===== config.mk =====
export PLATFORM = sky130hd
export DESIGN_NAME = scan_mux_nto1
export DESIGN_NICKNAME = d
export VERILOG_FILES = /design/src/rtl/scan_mux_pkg.sv /design/src/rtl/mux_nto1.sv /design/src/rtl/scan_mux_nto1.sv
export SDC_FILE = /design/constraint.sdc
export NUM_CORES = 1
export LEC_CHECK = 0
export ABC_AREA = 1
export CORE_MARGIN = 8
export CORE_UTILIZATION = 45
export DETAILED_ROUTE_END_ITERATION = 6
export GPL_TIMING_DRIVEN = 0
export PLACE_DENSITY = 0.75
export SKIP_LAST_GASP = 1
export SYNTH_ARGS = -nofsm -noshare
export SYNTH_HDL_FRONTEND = slang
export SYNTH_HIERARCHICAL = 1
export SYNTH_SLANG_ARGS = --single-unit

===== constraint.sdc =====
create_clock -name clk -period 6.71 [get_ports clk]
set_clock_uncertainty 0.15 [all_clocks]
set_input_delay 1.342 -clock clk [delete_from_list [all_inputs] [get_ports clk]]
set_output_delay 1.342 -clock clk [all_outputs]
set_load 0.01 [all_outputs]

===== src/rtl/scan_mux_pkg.sv =====
`default_nettype none
// ============================================================================
//  Module      : scan_mux_pkg
//  Description : Shared types and constants for the scan_mux_nto1 block.
//                - state_t     : controller states (IDLE, DIRECT, SCAN)
//                - MODE_DIRECT : mode value selecting direct (per-request) mode
//                - MODE_SCAN   : mode value selecting round-robin scan mode
//  Revision    : 1.0 - initial release
// ============================================================================
package scan_mux_pkg;

    typedef enum logic [1:0] {
        IDLE   = 2'd0,
        DIRECT = 2'd1,
        SCAN   = 2'd2
    } state_t;

    localparam logic MODE_DIRECT = 1'b0;
    localparam logic MODE_SCAN   = 1'b1;

endpackage : scan_mux_pkg
`default_nettype wire


===== src/rtl/mux_nto1.sv =====
`default_nettype none
// ============================================================================
//  Module      : mux_nto1
//  Description : Purely combinational N:1 multiplexer. Generalised
//                replacement for the fixed 4:1 gate-level mux.
//  Ports       : in_data  [NUM_CH*WIDTH] packed channels, channel k at
//                           in_data[k*WIDTH +: WIDTH]
//                idx      [IDX_W]        channel index
//                out_data [WIDTH]        selected channel, zero when
//                                        idx >= NUM_CH
//  Revision    : 1.0 - initial release
// ============================================================================
module mux_nto1
    import scan_mux_pkg::*;
#(
    parameter int NUM_CH = 16,
    parameter int WIDTH  = 1,
    parameter int IDX_W  = $clog2(NUM_CH)
) (
    input  logic [NUM_CH*WIDTH-1:0] in_data,
    input  logic [IDX_W-1:0]        idx,
    output logic [WIDTH-1:0]        out_data
);

    // Compare-and-select over every channel; an index that matches no
    // channel (out of range) falls through to the zero default.
    always_comb begin
        out_data = '0;
        for (int k = 0; k < NUM_CH; k++) begin
            if (idx == IDX_W'(k)) begin
                out_data = in_data[k*WIDTH +: WIDTH];
            end
        end
    end

endmodule : mux_nto1
`default_nettype wire


===== src/rtl/scan_mux_nto1.sv =====
`default_nettype none
// ============================================================================
//  Module      : scan_mux_nto1
//  Description : Parametrised N:1 multiplexer with a registered,
//                valid/ready output. Direct mode selects one channel per
//                request; scan mode sweeps the channels round-robin.
//  Ports       : clk, rst_n (async, active-low)
//                in_data   channel k = in_data[k*WIDTH +: WIDTH]
//                mode      0 = direct, 1 = scan (sampled in IDLE)
//                sel / sel_valid / sel_ready  direct-mode request handshake
//                start     scan start pulse (sampled in IDLE)
//                stop      end a scan after the current beat
//                out_data / out_ch / out_err / out_valid / out_ready
//                          registered output beat and its handshake
//                busy      scan in progress
//                ch_mask   (SCAN_MUX_SKIP_MASK_EN only) channel enable mask,
//                          sampled at start; masked channels are skipped in
//                          scan and flagged as errors in direct mode
//  Options     : `define SCAN_MUX_SKIP_MASK_EN to add channel masking
//  Revision    : 1.0 - initial release
// ============================================================================
module scan_mux_nto1
    import scan_mux_pkg::*;
#(
    parameter int NUM_CH     = 16,
    parameter int WIDTH      = 1,
    parameter int SEL_W      = $clog2(NUM_CH),
    parameter int CONTINUOUS = 0
) (
    input  logic                    clk,
    input  logic                    rst_n,
    input  logic [NUM_CH*WIDTH-1:0] in_data,
    input  logic                    mode,
    input  logic [SEL_W-1:0]        sel,
    input  logic                    sel_valid,
    output logic                    sel_ready,
    input  logic                    start,
    input  logic                    stop,
`ifdef SCAN_MUX_SKIP_MASK_EN
    input  logic [NUM_CH-1:0]       ch_mask,
`endif
    output logic [WIDTH-1:0]        out_data,
    output logic [SEL_W-1:0]        out_ch,
    output logic                    out_valid,
    input  logic                    out_ready,
    output logic                    out_err,
    output logic                    busy
);

    localparam logic [SEL_W:0] c_num_ch = (SEL_W+1)'(NUM_CH);

    state_t             r_state;
    logic [SEL_W-1:0]   r_cnt;
    logic               r_done;       // no further scan loads in this sweep
    logic               r_stop_pend;  // stop seen while the last beat stalls
    logic [WIDTH-1:0]   r_out_data;
    logic [SEL_W-1:0]   r_out_ch;
    logic               r_out_valid;
    logic               r_out_err;
    logic               r_busy;

    logic               w_load_ok;
    logic               w_accept;
    logic               w_halt;
    logic               w_sel_oor;
    logic               w_sel_masked;
    logic [SEL_W-1:0]   w_idx;
    logic [WIDTH-1:0]   w_mux;
    logic [NUM_CH-1:0]  w_scan_mask;
    logic [NUM_CH-1:0]  w_start_mask;
    logic [SEL_W:0]     w_nxt;        // {found, index} of next enabled ch
    logic [SEL_W:0]     w_wrap;       // {found, index} of first enabled ch
    logic [SEL_W:0]     w_first;      // as w_wrap, using the mask at start

    // Lowest set bit of m at or above position lo; MSB of result = found.
    // Scanning downward lets the lowest qualifying bit win, so masked
    // channels are skipped in zero cycles.
    function automatic logic [SEL_W:0] f_find(input logic [NUM_CH-1:0] m,
                                              input int lo);
        logic [SEL_W:0] res;
        res = '0;
        for (int k = NUM_CH - 1; k >= 0; k--) begin
            if ((k >= lo) && m[k]) begin
                res = {1'b1, SEL_W'(k)};
            end
        end
        return res;
    endfunction

`ifdef SCAN_MUX_SKIP_MASK_EN
    logic [NUM_CH-1:0]  r_mask;
    logic               w_sel_bit;

    assign w_scan_mask  = r_mask;
    assign w_start_mask = ch_mask;

    always_comb begin
        w_sel_bit = 1'b0;
        for (int k = 0; k < NUM_CH; k++) begin
            if (sel == SEL_W'(k)) begin
                w_sel_bit = ch_mask[k];
            end
        end
    end

    assign w_sel_masked = !w_sel_bit;

    always_ff @(posedge clk or negedge rst_n) begin
        if (!rst_n) begin
            r_mask <= '0;
        end else if ((r_state == IDLE) && (mode == MODE_SCAN) && start) begin
            r_mask <= ch_mask;
        end
    end
`else
    localparam logic [NUM_CH-1:0] c_all_ch = '1;

    assign w_scan_mask  = c_all_ch;
    assign w_start_mask = c_all_ch;
    assign w_sel_masked = 1'b0;
`endif

    assign w_load_ok = !r_out_valid || out_ready;
    assign sel_ready = (r_state == DIRECT) && w_load_ok;
    assign w_accept  = sel_ready && sel_valid;
    assign w_sel_oor = ({1'b0, sel} >= c_num_ch);
    assign w_halt    = r_done || r_stop_pend || stop;
    assign w_idx     = (r_state == SCAN) ? r_cnt : sel;

    assign w_nxt   = f_find(w_scan_mask, int'(r_cnt) + 1);
    assign w_wrap  = f_find(w_scan_mask, 0);
    assign w_first = f_find(w_start_mask, 0);

    mux_nto1 #(
        .NUM_CH (NUM_CH),
        .WIDTH  (WIDTH),
        .IDX_W  (SEL_W)
    ) u_mux (
        .in_data  (in_data),
        .idx      (w_idx),
        .out_data (w_mux)
    );

    always_ff @(posedge clk or negedge rst_n) begin
        if (!rst_n) begin
            r_state     <= IDLE;
            r_cnt       <= '0;
            r_done      <= 1'b0;
            r_stop_pend <= 1'b0;
            r_out_data  <= '0;
            r_out_ch    <= '0;
            r_out_valid <= 1'b0;
            r_out_err   <= 1'b0;
            r_busy      <= 1'b0;
        end else begin
            case (r_state)
                IDLE: begin
                    r_out_valid <= 1'b0;
                    r_out_err   <= 1'b0;
                    r_stop_pend <= 1'b0;
                    if (mode == MODE_DIRECT) begin
                        r_state <= DIRECT;
                    end else if (start) begin
                        r_state <= SCAN;
                        r_busy  <= 1'b1;
                        r_cnt   <= w_first[SEL_W-1:0];
                        // Empty mask: nothing to emit, leave after one cycle
                        r_done  <= !w_first[SEL_W];
                    end
                end

                DIRECT: begin
                    if (w_accept) begin
                        r_out_valid <= 1'b1;
                        r_out_ch    <= sel;
                        if (w_sel_oor || w_sel_masked) begin
                            r_out_data <= '0;
                            r_out_err  <= 1'b1;
                        end else begin
                            r_out_data <= w_mux;
                            r_out_err  <= 1'b0;
                        end
                    end else begin
                        if (out_ready) begin
                            r_out_valid <= 1'b0;
                            r_out_err   <= 1'b0;
                        end
                        // Leave only when no beat would be left stranded
                        if ((mode == MODE_SCAN) && w_load_ok) begin
                            r_state <= IDLE;
                        end
                    end
                end

                SCAN: begin
                    if (stop) begin
                        r_stop_pend <= 1'b1;
                    end
                    if (w_halt) begin
                        // Stop wins over load_ok: finish the held beat only
                        if (w_load_ok) begin
                            r_out_valid <= 1'b0;
                            r_out_err   <= 1'b0;
                            r_busy      <= 1'b0;
                            r_done      <= 1'b0;
                            r_stop_pend <= 1'b0;
                            r_state     <= IDLE;
                        end
                    end else if (w_load_ok) begin
                        r_out_valid <= 1'b1;
                        r_out_data  <= w_mux;
                        r_out_ch    <= r_cnt;
                        r_out_err   <= 1'b0;
                        if (w_nxt[SEL_W]) begin
                            r_cnt <= w_nxt[SEL_W-1:0];
                        end else if (CONTINUOUS != 0) begin
                            r_cnt <= w_wrap[SEL_W-1:0];
                        end else begin
                            r_done <= 1'b1;
                        end
                    end
                end

                default: begin
                    r_state <= IDLE;
                end
            endcase
        end
    end

    assign out_data  = r_out_data;
    assign out_ch    = r_out_ch;
    assign out_valid = r_out_valid;
    assign out_err   = r_out_err;
    assign busy      = r_busy;

endmodule : scan_mux_nto1
`default_nettype wire


==> implementation parameters <==
Parameter                              Value

Critical path
  Most common cell type on the critical path    sky130_fd_sc_hd__clkdlybuf4s50_1
  Category of the most critical setup path    input port to output port
  Chain of cells forming the critical path    clkdlybuf4s50_1 > inv_1 > a21oi_1 > clkdlybuf4s50_1
  Setup crit start    out_ready
  Largest stage delay, worst path    between 0.5 and 0.6 ns
  Signal arrival time at the worst endpoint    2.59 ns
  Nature of the critical path startpoint    input port
  Slowest stage cell on the critical path    sky130_fd_sc_hd__clkdlybuf4s50_1
  Worst Path Required    approximately 5.2 ns
  Reg2Reg Launch Point    r_state[0]$_DFFE_PN0P_
  CP Capture Type    output port
  Maximum fanout encountered on the critical timing path    3

Logic synthesis
  Number of nets produced by synthesis    227
  Dominant synthesized flop cell    sky130_fd_sc_hd__dfrtp_1
  Synth cell types    27
  Post-synthesis area per instance    6.71 um2
  Commonest cells in the synthesized netlist    72 x sky130_fd_sc_hd__nand2_1, 30 x sky130_fd_sc_hd__inv_1, 23 x sky130_fd_sc_hd__nand3_1
  Proportion of synthesized chip area in sequential cells    0.288
  Flop and latch count out of synthesis    15
  Number of instances in the synthesized netlist    a little under 200
  Synth top area cells    sky130_fd_sc_hd__dfrtp_1 29%, sky130_fd_sc_hd__nand2_1 21%, sky130_fd_sc_hd__nand3_1 8.8%
  Library cell occupying the most area in the post-synthesis netlist    sky130_fd_sc_hd__dfrtp_1
  EDFF count, synth    0
  Post-synthesis async set-or-reset flop share    1.00
  Leading cell type by number of instances after synthesis    sky130_fd_sc_hd__nand2_1
  Yosys warnings    6
  Combined area of all synthesized cells    1300 um2
  Yosys top cell area share    0.288

Floorplanning
  Count of standard-cell rows    19
  Vertical extent of the die    between 60 and 70 um
  Top-level port count    36
  Full die area    around 4900 um2
  Placeable core region    2760 um2
  Initial Util    0.472
  Die Wd    between 60 and 70 um

Worst hold path
  Min-delay src    out_ch[3]$_DFFE_PN0P_
  Class of the most critical hold timing path    flip-flop to flip-flop

Clock network
  CTS tree    yes
  Post-CTS Setup Inserts    0
  CTS hold repair buffers    0
  H-tree Lvls    1
  Clock slew at reported path FFs    0.08 ns
  Number of buffers added by the clock tree synthesis step    3
  Count of cells resized by post-cts repair    0
  Library cell used as clock root buffer    sky130_fd_sc_hd__clkbuf_4
  TritonCTS sink count    15
  Clock latency on the worst-skew pair    0.28 ns
  Clock Tree Buf Depth    2

Pwr
  Pwr Density    312 nW/um2
  Peak ir drop on the vdd network    0.202 mV
  P_leak    0.896 nW

Status
  Result of the run    complete, no violations

Timing
  Fin. Hold Viols    0
  Time the worst path needs with I/O delays and setup    ~4 ns
  Post-Route Setup TNS    0 ns
  Final cycle utilization of the critical path    0.608
  Maximum clock rate    245 MHz
  Final Slew Violations    0
  Slew at the pin closest to its max-slew limit    0.685 ns
  Setup-violating endpoint count in the final report    0
  RSZ-0062 raised after global routing    no
  Worst slew slack as a fraction of its limit    0.542
  Hold slack final    0.323 ns

Route
  Via density per instance    4.70
  Number of routed nets with antenna violations    0
  Wire length after detailed routing    2.98 mm
  Total iterations of the first detailed-routing run    4
  Detailed Route Iter0 Violations    68
  DRC viols    0
  Average detailed-routed wire length per instance    11.3 um
  Via count    1237

Cells and area
  Antenna cells    0
  Net count, final    266
  Area overhead of the layout relative to synthesis    31.1%
  Proportion of layout cells with a drive suffix above 1    0.121
  Utilization after layout    0.619
  Fillers    ~260

Placed design
  Final weighted congestion in routability-driven placement    approximately 0.82
  Post-DP HPWL    2.39 mm
  Port Buffer Count    34

Global routing
  GRT Overall Usage    0.120
  Global-route wire length before repair    5.09 mm
  Maximum number of pins on one net before global-route repair    16
  Antenna violations before repair    0
  Total grt overflow    0
  Vias in the first global route    1173

Flow run
  Max-capacitance violation count    0
critical path, delay by kind of cell:
kind	cells	cell delay, ns
buffers and inverters	3	1.11
AO/OA/AOI/OAI	1	0.13
flip-flops by register name, indices dropped and copies added, names as in the netlist:
register / count
busy: 1
r_state: 2
out_data: 1
r_done: 1
r_stop_pend: 1
out_ch: 4
r_cnt: 4
out_valid: 1
routing by layer:
layer  part of all wire  routed length, um  vias up  GRT usage
met2               0.51               1510       20      0.204
met5                  0                  0        -          0
li1                   -                  -      670          -
met4             0.0047                 14        0     0.0201
met3              0.054                162        4     0.0443
met1               0.43               1290      543      0.143
final timing paths:
| check | endpoint | slack (ns) | cells past startpoint |
|---|---|---|---|
| max | sel_ready | 2.63 | 4 |
| min reg2reg | out_ch[3]$_DFFE_PN0P_ | 0.32 | 2 |
| max reg2reg | out_data$_DFFE_PN0P_ | 4.28 | 17 |
| max in group asynchronous | r_stop_pend$_DFFE_PN0P_ | 4.66 | 1 |
| min in group asynchronous | r_state[0]$_DFFE_PN0P_ | 1.32 | 1 |
| min | out_ch[3]$_DFFE_PN0P_ | 0.32 | 2 |
cell type report:
class                      count  area, um2  share of cell area
timing repair buffer          34        340               0.199
buffer                         4       45.0              0.0264
clock buffer                   4       26.3              0.0154
multi-input combinational    141        747               0.437
tap                           31       38.8              0.0227
inverter                      34        135              0.0791
sequential                    15        375               0.220
metrics by stage:
step                total power, mW  setup WS (ns)  cells  cell area, um2
finish                        0.533           2.63    263            1710
global route                  0.586           2.56    263            1710
detailed placement            0.486           2.63    259            1680
global placement              0.482           2.63    259            1680
CTS                           0.541           2.63    263            1710
floorplan                     0.380           3.60    194            1300
placed cells by master (no fill, tap or decap), types with 2 or more instances in the layout:
cell type / Yosys / routed
sky130_fd_sc_hd__inv_1: 30 / 30
sky130_fd_sc_hd__dfrtp_1: 15 / 15
sky130_fd_sc_hd__a21oi_1: 4 / 4
sky130_fd_sc_hd__nor3_1: 5 / 5
sky130_fd_sc_hd__inv_2: 2 / 2
sky130_fd_sc_hd__o21ai_0: 2 / 2
sky130_fd_sc_hd__clkbuf_4: 0 / 3
sky130_fd_sc_hd__nor2_2: 4 / 4
sky130_fd_sc_hd__clkdlybuf4s50_1: 0 / 34
sky130_fd_sc_hd__nand2_1: 72 / 72
sky130_fd_sc_hd__ha_1: 6 / 6
sky130_fd_sc_hd__o21ai_2: 3 / 3
sky130_fd_sc_hd__nand3_1: 23 / 23
sky130_fd_sc_hd__nand3_2: 2 / 2
sky130_fd_sc_hd__buf_6: 2 / 2
sky130_fd_sc_hd__nor2_1: 10 / 10
sky130_fd_sc_hd__nand2_4: 2 / 2
power by group:
group          internal (mW)  total, mW  switching (mW)
sequential             0.120      0.144          0.0234
clock                 0.0231     0.0514          0.0282
combinational          0.145      0.338           0.193
total                  0.288      0.533           0.244
kinds of logic after synthesis:
kind of cell,count (synthesis),synth area share
buffers and inverters,38,0.138
adder cells (fa/ha/maj),6,0.0576
flip-flops,15,0.288
other,1,0.00288
AO/OA/AOI/OAI,11,0.0682
AND/OR/NAND/NOR,123,0.445
(Power assumes the default switching activity.)
